### config.mk
export PLATFORM = sky130hd
export DESIGN_NAME = keypad_emu
export DESIGN_NICKNAME = d
export VERILOG_FILES = /design/src/rtl/keypad_pkg.sv /design/src/rtl/keypad_keymap.sv /design/src/rtl/keypad_emu.sv
export SDC_FILE = /design/constraint.sdc
export NUM_CORES = 1
export LEC_CHECK = 0
export BUFFER_PORTS_ARGS = -buffer_cell sky130_fd_sc_hd__buf_2
export CORE_AREA = 2 2 69 71
export CTS_CLUSTER_SIZE = 8
export DETAILED_ROUTE_END_ITERATION = 8
export DIE_AREA = 0 0 71 73
export PLACE_DENSITY = 0.77
export SETUP_SLACK_MARGIN = 0.5
export SKIP_LAST_GASP = 1
export SYNTH_ARGS = -nofsm -noshare
export SYNTH_HDL_FRONTEND = slang
export SYNTH_SLANG_ARGS = --single-unit
### constraint.sdc
create_clock -name clk -period 2.6 [get_ports clk]
set_clock_uncertainty 0.05 [all_clocks]
set_input_delay 0 -clock clk [delete_from_list [all_inputs] [get_ports clk]]
set_output_delay 0 -clock clk [all_outputs]
set_load 0.05 [all_outputs]
### src/rtl/keypad_pkg.sv
`default_nettype none
// ============================================================================
//  Module      : keypad_pkg
//  Description : Shared definitions for the keypad emulator: key code values,
//                one-hot scanner column strobes, one-hot row masks and the
//                emulator state encoding.
//  Ports       : none (package)
//  Revision    : 1.0  initial release
// ============================================================================
package keypad_pkg;

   // Non-digit key codes; digits use their own value 0-9.
   localparam logic [3:0] KEY_STAR = 4'd10;
   localparam logic [3:0] KEY_HASH = 4'd11;

   // Scanner column strobes (one-hot, 000 while the scanner is idle).
   localparam logic [2:0] NO_SCAN  = 3'b000;
   localparam logic [2:0] COLUMN1  = 3'b001;   // 1 4 7 *
   localparam logic [2:0] COLUMN2  = 3'b010;   // 2 5 8 0
   localparam logic [2:0] COLUMN3  = 3'b100;   // 3 6 9 #

   // Row line masks (one-hot).
   localparam logic [3:0] ROW1     = 4'b0001;  // 1 2 3
   localparam logic [3:0] ROW2     = 4'b0010;  // 4 5 6
   localparam logic [3:0] ROW3     = 4'b0100;  // 7 8 9
   localparam logic [3:0] ROW4     = 4'b1000;  // * 0 #

   typedef enum logic [1:0] {
      IDLE     = 2'd0,
      WAIT_COL = 2'd1,
      HOLD     = 2'd2,
      GAP      = 2'd3
   } emu_state_t;

endpackage : keypad_pkg
`default_nettype wire

### src/rtl/keypad_keymap.sv
`default_nettype none
// ============================================================================
//  Module      : keypad_keymap
//  Description : Combinational key code -> matrix position lookup. This is the
//                exact inverse of the scanner's (column, row) -> key decode.
//  Ports       : code      in  4  key code (0-9, 10 '*', 11 '#')
//                col_mask  out 3  one-hot column the key sits on
//                row_mask  out 4  one-hot row the key sits on
//                valid     out 1  code is a real key (0-11)
//  Revision    : 1.0  initial release
// ============================================================================
module keypad_keymap
   import keypad_pkg::*;
(
   input  logic [3:0] code,
   output logic [2:0] col_mask,
   output logic [3:0] row_mask,
   output logic       valid
);

   always_comb begin
      col_mask = NO_SCAN;
      row_mask = 4'b0000;
      valid    = 1'b1;
      case (code)
         4'd1:     begin col_mask = COLUMN1; row_mask = ROW1; end
         4'd2:     begin col_mask = COLUMN2; row_mask = ROW1; end
         4'd3:     begin col_mask = COLUMN3; row_mask = ROW1; end
         4'd4:     begin col_mask = COLUMN1; row_mask = ROW2; end
         4'd5:     begin col_mask = COLUMN2; row_mask = ROW2; end
         4'd6:     begin col_mask = COLUMN3; row_mask = ROW2; end
         4'd7:     begin col_mask = COLUMN1; row_mask = ROW3; end
         4'd8:     begin col_mask = COLUMN2; row_mask = ROW3; end
         4'd9:     begin col_mask = COLUMN3; row_mask = ROW3; end
         KEY_STAR: begin col_mask = COLUMN1; row_mask = ROW4; end
         4'd0:     begin col_mask = COLUMN2; row_mask = ROW4; end
         KEY_HASH: begin col_mask = COLUMN3; row_mask = ROW4; end
         default:  valid = 1'b0;
      endcase
   end

endmodule : keypad_keymap
`default_nettype wire

### src/rtl/keypad_emu.sv
`default_nettype none
// ============================================================================
//  Module      : keypad_emu
//  Description : Keypad matrix responder. Takes a key code, waits for the
//                scanner to strobe the key's column, then drives the key's
//                row for HOLD_CYCLES, forces a release gap of GAP_CYCLES and
//                reports done. Aborts with err on an invalid code or when the
//                column never shows up within TIMEOUT_CYCLES.
//  Ports       : clk         in  1  system clock
//                rst         in  1  asynchronous reset, active low
//                key_col     in  3  scanner column strobe (one-hot)
//                press_req   in  1  press request (level, sampled in IDLE)
//                press_code  in  4  key code to press
//                key_row     out 4  emulated row lines (one-hot or 0)
//                press_ack   out 1  pulse: request accepted
//                busy        out 1  any state other than IDLE
//                done        out 1  pulse: press and release gap finished
//                err         out 1  pulse: invalid code or column timeout
//  Revision    : 1.0  initial release
// ============================================================================
module keypad_emu
   import keypad_pkg::*;
#(
   parameter int HOLD_CYCLES    = 250000,
   parameter int GAP_CYCLES     = 250000,
   parameter int TIMEOUT_CYCLES = 1000000,
   parameter int CNT_W          = 21
) (
   input  logic       clk,
   input  logic       rst,
   input  logic [2:0] key_col,
   input  logic       press_req,
   input  logic [3:0] press_code,
   output logic [3:0] key_row,
   output logic       press_ack,
   output logic       busy,
   output logic       done,
   output logic       err
);

   // Terminal counts: phases end when the counter equals param-1, so the
   // counter never needs to wrap or saturate.
   localparam logic [CNT_W-1:0] C_HOLD_LAST    = CNT_W'(HOLD_CYCLES - 1);
   localparam logic [CNT_W-1:0] C_GAP_LAST     = CNT_W'(GAP_CYCLES - 1);
   localparam logic [CNT_W-1:0] C_TIMEOUT_LAST = CNT_W'(TIMEOUT_CYCLES - 1);
   localparam logic [CNT_W-1:0] C_CNT_ONE      = {{(CNT_W-1){1'b0}}, 1'b1};

   emu_state_t       r_state,     w_state_nxt;
   logic [CNT_W-1:0] r_cnt,       w_cnt_nxt;
   logic [3:0]       r_code,      w_code_nxt;
   logic [3:0]       r_key_row,   w_key_row_nxt;
   logic             r_press_ack, w_press_ack_nxt;
   logic             r_done,      w_done_nxt;
   logic             r_err,       w_err_nxt;

   logic [3:0]       w_map_code;
   logic [2:0]       w_col_mask;
   logic [3:0]       w_row_mask;
   logic             w_valid;
   logic             w_col_hit;

   // One lookup serves both jobs: validating the incoming code while idle,
   // and locating the latched code once a press is under way.
   assign w_map_code = (r_state == IDLE) ? press_code : r_code;

   keypad_keymap u_keymap (
      .code     (w_map_code),
      .col_mask (w_col_mask),
      .row_mask (w_row_mask),
      .valid    (w_valid)
   );

   // The target column is one-hot, so a plain equality already rejects
   // multi-hot or idle strobes.
   assign w_col_hit = (key_col == w_col_mask);

   always_comb begin
      w_state_nxt     = r_state;
      w_cnt_nxt       = r_cnt;
      w_code_nxt      = r_code;
      w_key_row_nxt   = 4'b0000;
      w_press_ack_nxt = 1'b0;
      w_done_nxt      = 1'b0;
      w_err_nxt       = 1'b0;

      case (r_state)
         IDLE: begin
            if (press_req) begin
               if (w_valid) begin
                  w_code_nxt      = press_code;
                  w_press_ack_nxt = 1'b1;
                  w_cnt_nxt       = '0;
                  w_state_nxt     = WAIT_COL;
               end else begin
                  w_err_nxt = 1'b1;
               end
            end
         end

         WAIT_COL: begin
            if (w_col_hit) begin
               w_key_row_nxt = w_row_mask;
               w_cnt_nxt     = '0;
               w_state_nxt   = HOLD;
            end else if (r_cnt == C_TIMEOUT_LAST) begin
               w_err_nxt   = 1'b1;
               w_state_nxt = IDLE;
            end else begin
               w_cnt_nxt = r_cnt + C_CNT_ONE;
            end
         end

         HOLD: begin
            // Row follows the column strobe so it can never appear on a
            // foreign column, even if the scanner ignores the freeze.
            if (r_cnt == C_HOLD_LAST) begin
               w_cnt_nxt   = '0;
               w_state_nxt = GAP;
            end else begin
               w_cnt_nxt = r_cnt + C_CNT_ONE;
               if (w_col_hit) begin
                  w_key_row_nxt = w_row_mask;
               end
            end
         end

         GAP: begin
            if (r_cnt == C_GAP_LAST) begin
               w_done_nxt  = 1'b1;
               w_state_nxt = IDLE;
            end else begin
               w_cnt_nxt = r_cnt + C_CNT_ONE;
            end
         end

         default: w_state_nxt = IDLE;
      endcase
   end

   always_ff @(posedge clk or negedge rst) begin
      if (!rst) begin
         r_state     <= IDLE;
         r_cnt       <= '0;
         r_code      <= 4'd0;
         r_key_row   <= 4'b0000;
         r_press_ack <= 1'b0;
         r_done      <= 1'b0;
         r_err       <= 1'b0;
      end else begin
         r_state     <= w_state_nxt;
         r_cnt       <= w_cnt_nxt;
         r_code      <= w_code_nxt;
         r_key_row   <= w_key_row_nxt;
         r_press_ack <= w_press_ack_nxt;
         r_done      <= w_done_nxt;
         r_err       <= w_err_nxt;
      end
   end

   assign key_row   = r_key_row;
   assign press_ack = r_press_ack;
   assign done      = r_done;
   assign err       = r_err;
   assign busy      = (r_state != IDLE);

endmodule : keypad_emu
`default_nettype wire

Word level (Yosys, flattened, before mapping)
Index checks and enable logic that the tools add are counted.
- bits of input ports: 10
- flip-flop bits (word level): 34
- word-level logic and storage cells: 77
- output and inout bits: 8
- equality and inequality tests: 24
- multiplexer cells: 31
- reductions and logical operators: 14
- $add $sub $neg: 1
- operator list (kind ; number):
    two-way mux 21 bit ; 6
    one-hot mux 21 bit (4 select lines) ; 1
    adder 21 x 1 -> 21 bit (second input constant) ; 1
    == test 21 x 18 -> 1 bit (second input constant) ; 1
    == test 21 x 20 -> 1 bit (second input constant) ; 1
    == test 4 x 3 -> 1 bit (second input constant) ; 4
    == test 4 bit (second input constant) ; 4
    one-hot mux 4 bit (4 select lines) ; 1
    two-way mux 2 bit ; 6
    two-way mux 4 bit ; 3
    OR reduction 12 bit ; 1
    OR reduction 3 bit ; 4
    OR reduction 4 bit ; 3
    two-way mux 1 bit ; 10
    one-hot mux 3 bit (3 select lines) ; 1
    == test 4 x 2 -> 1 bit (second input constant) ; 2
    inequality test 2 bit (second input constant) ; 4
    one-hot mux 2 bit (4 select lines) ; 1
    one-hot mux 4 bit (2 select lines) ; 1
    inequality test 3 bit (second input constant) ; 2
    AND reduction 5 bit ; 1
    == test 2 bit (second input constant) ; 2
    == test 4 x 1 -> 1 bit (second input constant) ; 1
    zero test 4 bit ; 1
    other kinds (8) ; 8

Longest topological paths before layout
- depth after elaboration: 9
- gate-level depth with buffers: 12
- depth with buffers taken out: 9

By module
Synthesis repeated with hierarchy kept, for this count alone.
- cells, all modules: 233
- area total of the unflattened synthesis: 2213.4 um^2
- by module, submodules not included (module ; cells each ; area each (um^2) ; sequential area each (um^2) ; instances):
    keypad_emu ; 207 ; 2040.7 ; 850.8 ; 1
    keypad_keymap ; 26 ; 172.7 ; 0.0 ; 1

Least setup slack after synthesis
Ideal clock, no wire load.
- path kind: reg-to-reg
- start: register r_state[0]
- end: register r_cnt[4]
- clock period less this slack: 2.871 ns
- data required time: 2.429 ns
- buffers on the path: 3
- cell stages (with the launch flop): 13
- arrival time: 2.700 ns
- slack: -0.271 ns
- setup time: 0.121 ns
- path through: dfrtp_1 inv_1 ha_1 buf_6 mux2_4 nor3_1 o21ai_1 a311oi_2 o311ai_4 or2_1 buf_6 buf_6 a22o_1
- cells in the longest elaborated chain, start to end: 8
- elaborated cells on any way between the ends: 31
- classes of those cells: eq/ne: 19; mux: 5; reduce/logical: 7
- ends and longest elaborated chain (element ; RTL line ; text):
    start, declared ; keypad_emu.sv:48 ; emu_state_t r_state, w_state_nxt;
    start signal, assigned ; keypad_emu.sv:150 ; r_state <= w_state_nxt;
    zero test 2 bit ; keypad_emu.sv:64, keypad_emu.sv:86 ;
    two-way mux 4 bit ; keypad_emu.sv:64 ; assign w_map_code = (r_state == IDLE) ? press_code : r_code;
    == test 4 x 2 -> 1 bit (tied with other cells) ; keypad_keymap.sv:25 ; case (code)
    OR reduction 4 bit (no source line) ; -- ;
    one-hot mux 3 bit (3 select lines) ; keypad_keymap.sv:25 ;
    == test 3 bit ; keypad_emu.sv:75 ; assign w_col_hit = (key_col == w_col_mask);
    inequality test 3 bit (no source line) / two-way mux 21 bit (equally long branches) ; -- ;
    AND reduction 4 bit (no source line) / one-hot mux 21 bit (4 select lines) (equally long branches) ; -- ;
    end signal, assigned ; keypad_emu.sv:151 ; r_cnt <= w_cnt_nxt;
    end, declared ; keypad_emu.sv:49 ; logic [CNT_W-1:0] r_cnt, w_cnt_nxt;
Several ways; a longest one is shown, not always the timed one.
A chain may end at the register's enable or synchronous reset.

Worst setup path in the final report
- start: register r_state[0]
- end: register r_cnt[8]
The elaborated chain is that of the path after synthesis.

==> results.yml <==
status:
  status: "complete, but fails checks"
  violations: "negative setup slack"
timing:
  worstMarginPinSlew_ns: 0.7463
  worst_slack_ns: -0.2081
  max_freq_mhz: 356.1
  fin_crit_sh_pct: 108.0
  max-slew-margin-rel_pct: 50.24
  final-max-slew-violation-count: 0
  setup_tns_ns: -2.624
  hold_violations: 0
  rsz0062_at_grt: "yes"
  setup_viol: 26
  period_needed_ns: 2.808
setup_path:
  required_ns: 2.72
  cp_max_fo: 8
  reg2reg_from: "r_state[0]"
  startpoint_type: "flop"
  crit_start: "r_state[0]"
  arrival_ns: 2.93
  criticalPathCategory: "flop to flop"
  endpoint_kind: "flop"
clock_network:
  cts_root_buffer: "clkbuf_8"
  cts_max_path_buffers: 2
  clkSinkCount: 34
  insertion_delay_ns: 0.29
  cts_buffers: 5
  cts_tree: "done"
  cts_max_level: 2
  path_clk_slew_ns: 0.07
synthesis:
  netlist_instances: 224
  yosys.area_share.simple_pct: 22.93
  synth.avg_cell_area_sq_um: 9.647
  ys_dominant_reg_cell: "dfrtp_1"
  ys_seq_elements: 34
  synth-adder-area-share_pct: 2.895
  netlist-cell-type-count: 49
  synth_edf_count: 0
  yosysWarnings: 0
  async_reset_ff_share_pct: 100.0
  synth_seq_area_share_pct: 39.37
  synthXorXnorAreaFrac_pct: 4.053
  syn-num-nets: 239
  synth_area_sq_mm: 0.002161
  synth_compound_area_share_pct: 19.63
  synth_top_family_by_area: "simple AND/OR/NAND/NOR gates"
  synth.mux.area_fraction_pct: 7.412
routing:
  dr.pass1.iters: 5
  drc: 0
  totalWireLength_um: 5716
  viasPerCell: 5.889
  wl_per_cell_um: 16.76
  drt-initial-drc-count: 175
  drtAntennaViolNets: 0
  num_vias: 2008
place:
  gp_congestion: 0.8834
  numPortBuffers: 17
  dp_hpwl_um: 3548
  preCtsSetupSlack_ns: -0.1740
  placed_cell_area_sq_mm: 0.002560
floorplanning:
  core_area_sq_mm: 0.004536
  fp-row-count: 25
  initial_core_util_pct: 47.64
  die_y_um: 73
  ioPinCount: 18
  die_w_um: 71
  die_area_sq_mm: 0.005183
final_layout:
  syn_to_final_growth_pct: 36.25
  design_area_sq_mm: 0.002944
  antennaDiodeCount: 0
  fin_nets: 301
  drive_above_1_share_pct: 36.24
global_routing:
  grt.overflow.total: 0
  grt_max_degree: 35
  grt_pass1_vias: 1864
  grt_pass1_wl_um: 8776
  antenna_found_initial: 0
  grt_use_total_pct: 21.51
worst_hold_path:
  min_from: "press_code[2]"
  holdCritPathClass: "input pin to flop"
power_and_ir_drop:
  clkPwrFrac_pct: 41.4
  switchingPower_uw: 209.8
  sequentialPowerShare_pct: 54.8
  sw_frac_of_total_pct: 21.73
  peakVddDrop_uv: 168.7
  power.density_mw_per_mm2: 327.9
  p_int_uw: 755.5
  combPwrFrac_pct: 3.8
  leakagePower_uw: 0.001318
flow_run:
  maxCapViolations: 0
layout make-up:
type                       count  area [sq um]
sequential                    34         850.8
fill                         336          1592
multi-input combinational    175          1394
inverter                       7         26.28
timing repair buffer          63         514.2
tap                           54         67.56
clock buffer                   7         86.33
clock inverter                 1         5.005
Yosys cell counts, types with 6 or more instances:
| cell | count | area share (%) |
|---|---|---|
| xor2_1 | 6 | 2.4 |
| nand2b_1 | 7 | 2.0 |
| mux2_2 | 6 | 3.1 |
| nand3_1 | 15 | 3.5 |
| a22o_1 | 12 | 4.9 |
| nor4_1 | 7 | 2.0 |
| and3_1 | 9 | 2.6 |
| o21ai_0 | 11 | 2.5 |
| nand2_1 | 17 | 3.0 |
| nor2_1 | 13 | 2.3 |
| inv_1 | 7 | 1.2 |
| dfrtp_1 | 34 | 39 |
state kept, by name (all words and copies together), names as in the netlist, named ones only:
name       flops
r_state        1
press_ack      1
err            1
done           1
key_row        4
r_cnt         21
r_code         4
placed cells by master (no fill, tap or decap), types with 3 or more instances in the layout:
| cell type | netlist | routed |
|---|---|---|
| nand3_1 | 15 | 14 |
| mux2i_4 | 1 | 3 |
| nand4_1 | 5 | 5 |
| ha_1 | 5 | 4 |
| o21ai_0 | 11 | 8 |
| nand2_1 | 17 | 16 |
| a211oi_1 | 5 | 3 |
| nor2_1 | 13 | 12 |
| a22o_1 | 12 | 12 |
| buf_2 | 1 | 18 |
| nand2b_1 | 7 | 6 |
| and3_1 | 9 | 9 |
| dfrtp_1 | 34 | 34 |
| xnor2_1 | 4 | 3 |
| xor2_1 | 6 | 6 |
| buf_6 | 3 | 3 |
| buf_4 | 0 | 33 |
| nor4_1 | 7 | 5 |
| inv_1 | 7 | 5 |
| dlygate4sd3_1 | 0 | 4 |
| a21oi_1 | 4 | 4 |
| mux2_4 | 2 | 4 |
| mux2_2 | 6 | 4 |
| o21ai_1 | 4 | 4 |
| and2_1 | 3 | 3 |
| clkbuf_8 | 0 | 6 |
| o21ai_2 | 0 | 3 |
| buf_12 | 0 | 3 |
path summary, 6_finish.rpt:
path / depth (start not counted) / to / slack [ns]
hold reg to reg: 1 / r_cnt[0] / 0.47
setup reg to reg: 11 / r_cnt[8] / -0.21
hold / removal: 2 / r_code[2] / 0.02
setup / recovery: 11 / r_cnt[8] / -0.21
min in group asynchronous: 2 / r_cnt[20] / 0.27
max in group asynchronous: 2 / key_row[2] / 1.75
power by group through the flow:
stage                     registers (uW)  logic [uW]  clock network [uW]
after floorplan                      539        4.81                   0
after global placement               539        28.6                   0
after detailed placement             539        29.3                   0
after CTS                            529        35.4                 412
after global routing                 528        40.4                 431
final                                529        36.4                 400
logic make-up after synthesis:
family / count (synthesis)
buf+inv: 15
xor+xnor: 10
compound gates: 55
mux: 13
flops: 34
fa+ha+maj: 5
simple gates: 92
timing repair:
action,CTS,global route
setup endpoints to repair,28,28
endpoints found under the hold margin,37,0
hold buffers,4,0
pin swaps,6,7
resized for setup,15,16
cloned,1,0
setup buffers,7,2
routing by layer:
layer	up-vias	global-route usage [%]	part of all wire [%]
li1	969	-	-
met1	961	29.46	45
met2	65	35.31	48
met3	13	2.486	4.5
met4	0	7.966	2.4
met5	-	0	0
metrics by stage:
stage | power (uW) | hold WS [ns] | util, % | std cells
2_1_floorplan | 543.8 | -0.3456 | - | 224
3_3_place_gp | 567.4 | 0.05139 | 56.44 | 319
3_5_place_dp | 568.1 | 0.07056 | 56.44 | 319
4_1_cts | 976.1 | 0.008482 | 62.90 | 339
5_1_grt | 999.7 | 0.02478 | 64.91 | 341
6_report | 965.3 | 0.02046 | 64.91 | 341
worst max-delay path: stages (launching register included):
cell,delay (ns)
dfrtp_1,0.39
inv_2,0.08
ha_4,0.15
buf_12,0.12
mux2i_4,0.34
xnor2_2,0.16
a211o_1,0.32
a21oi_4,0.23
o311ai_4,0.13
or2_4,0.28
buf_12,0.14
a221o_1,0.31
Power figures use the tool's default switching activity.
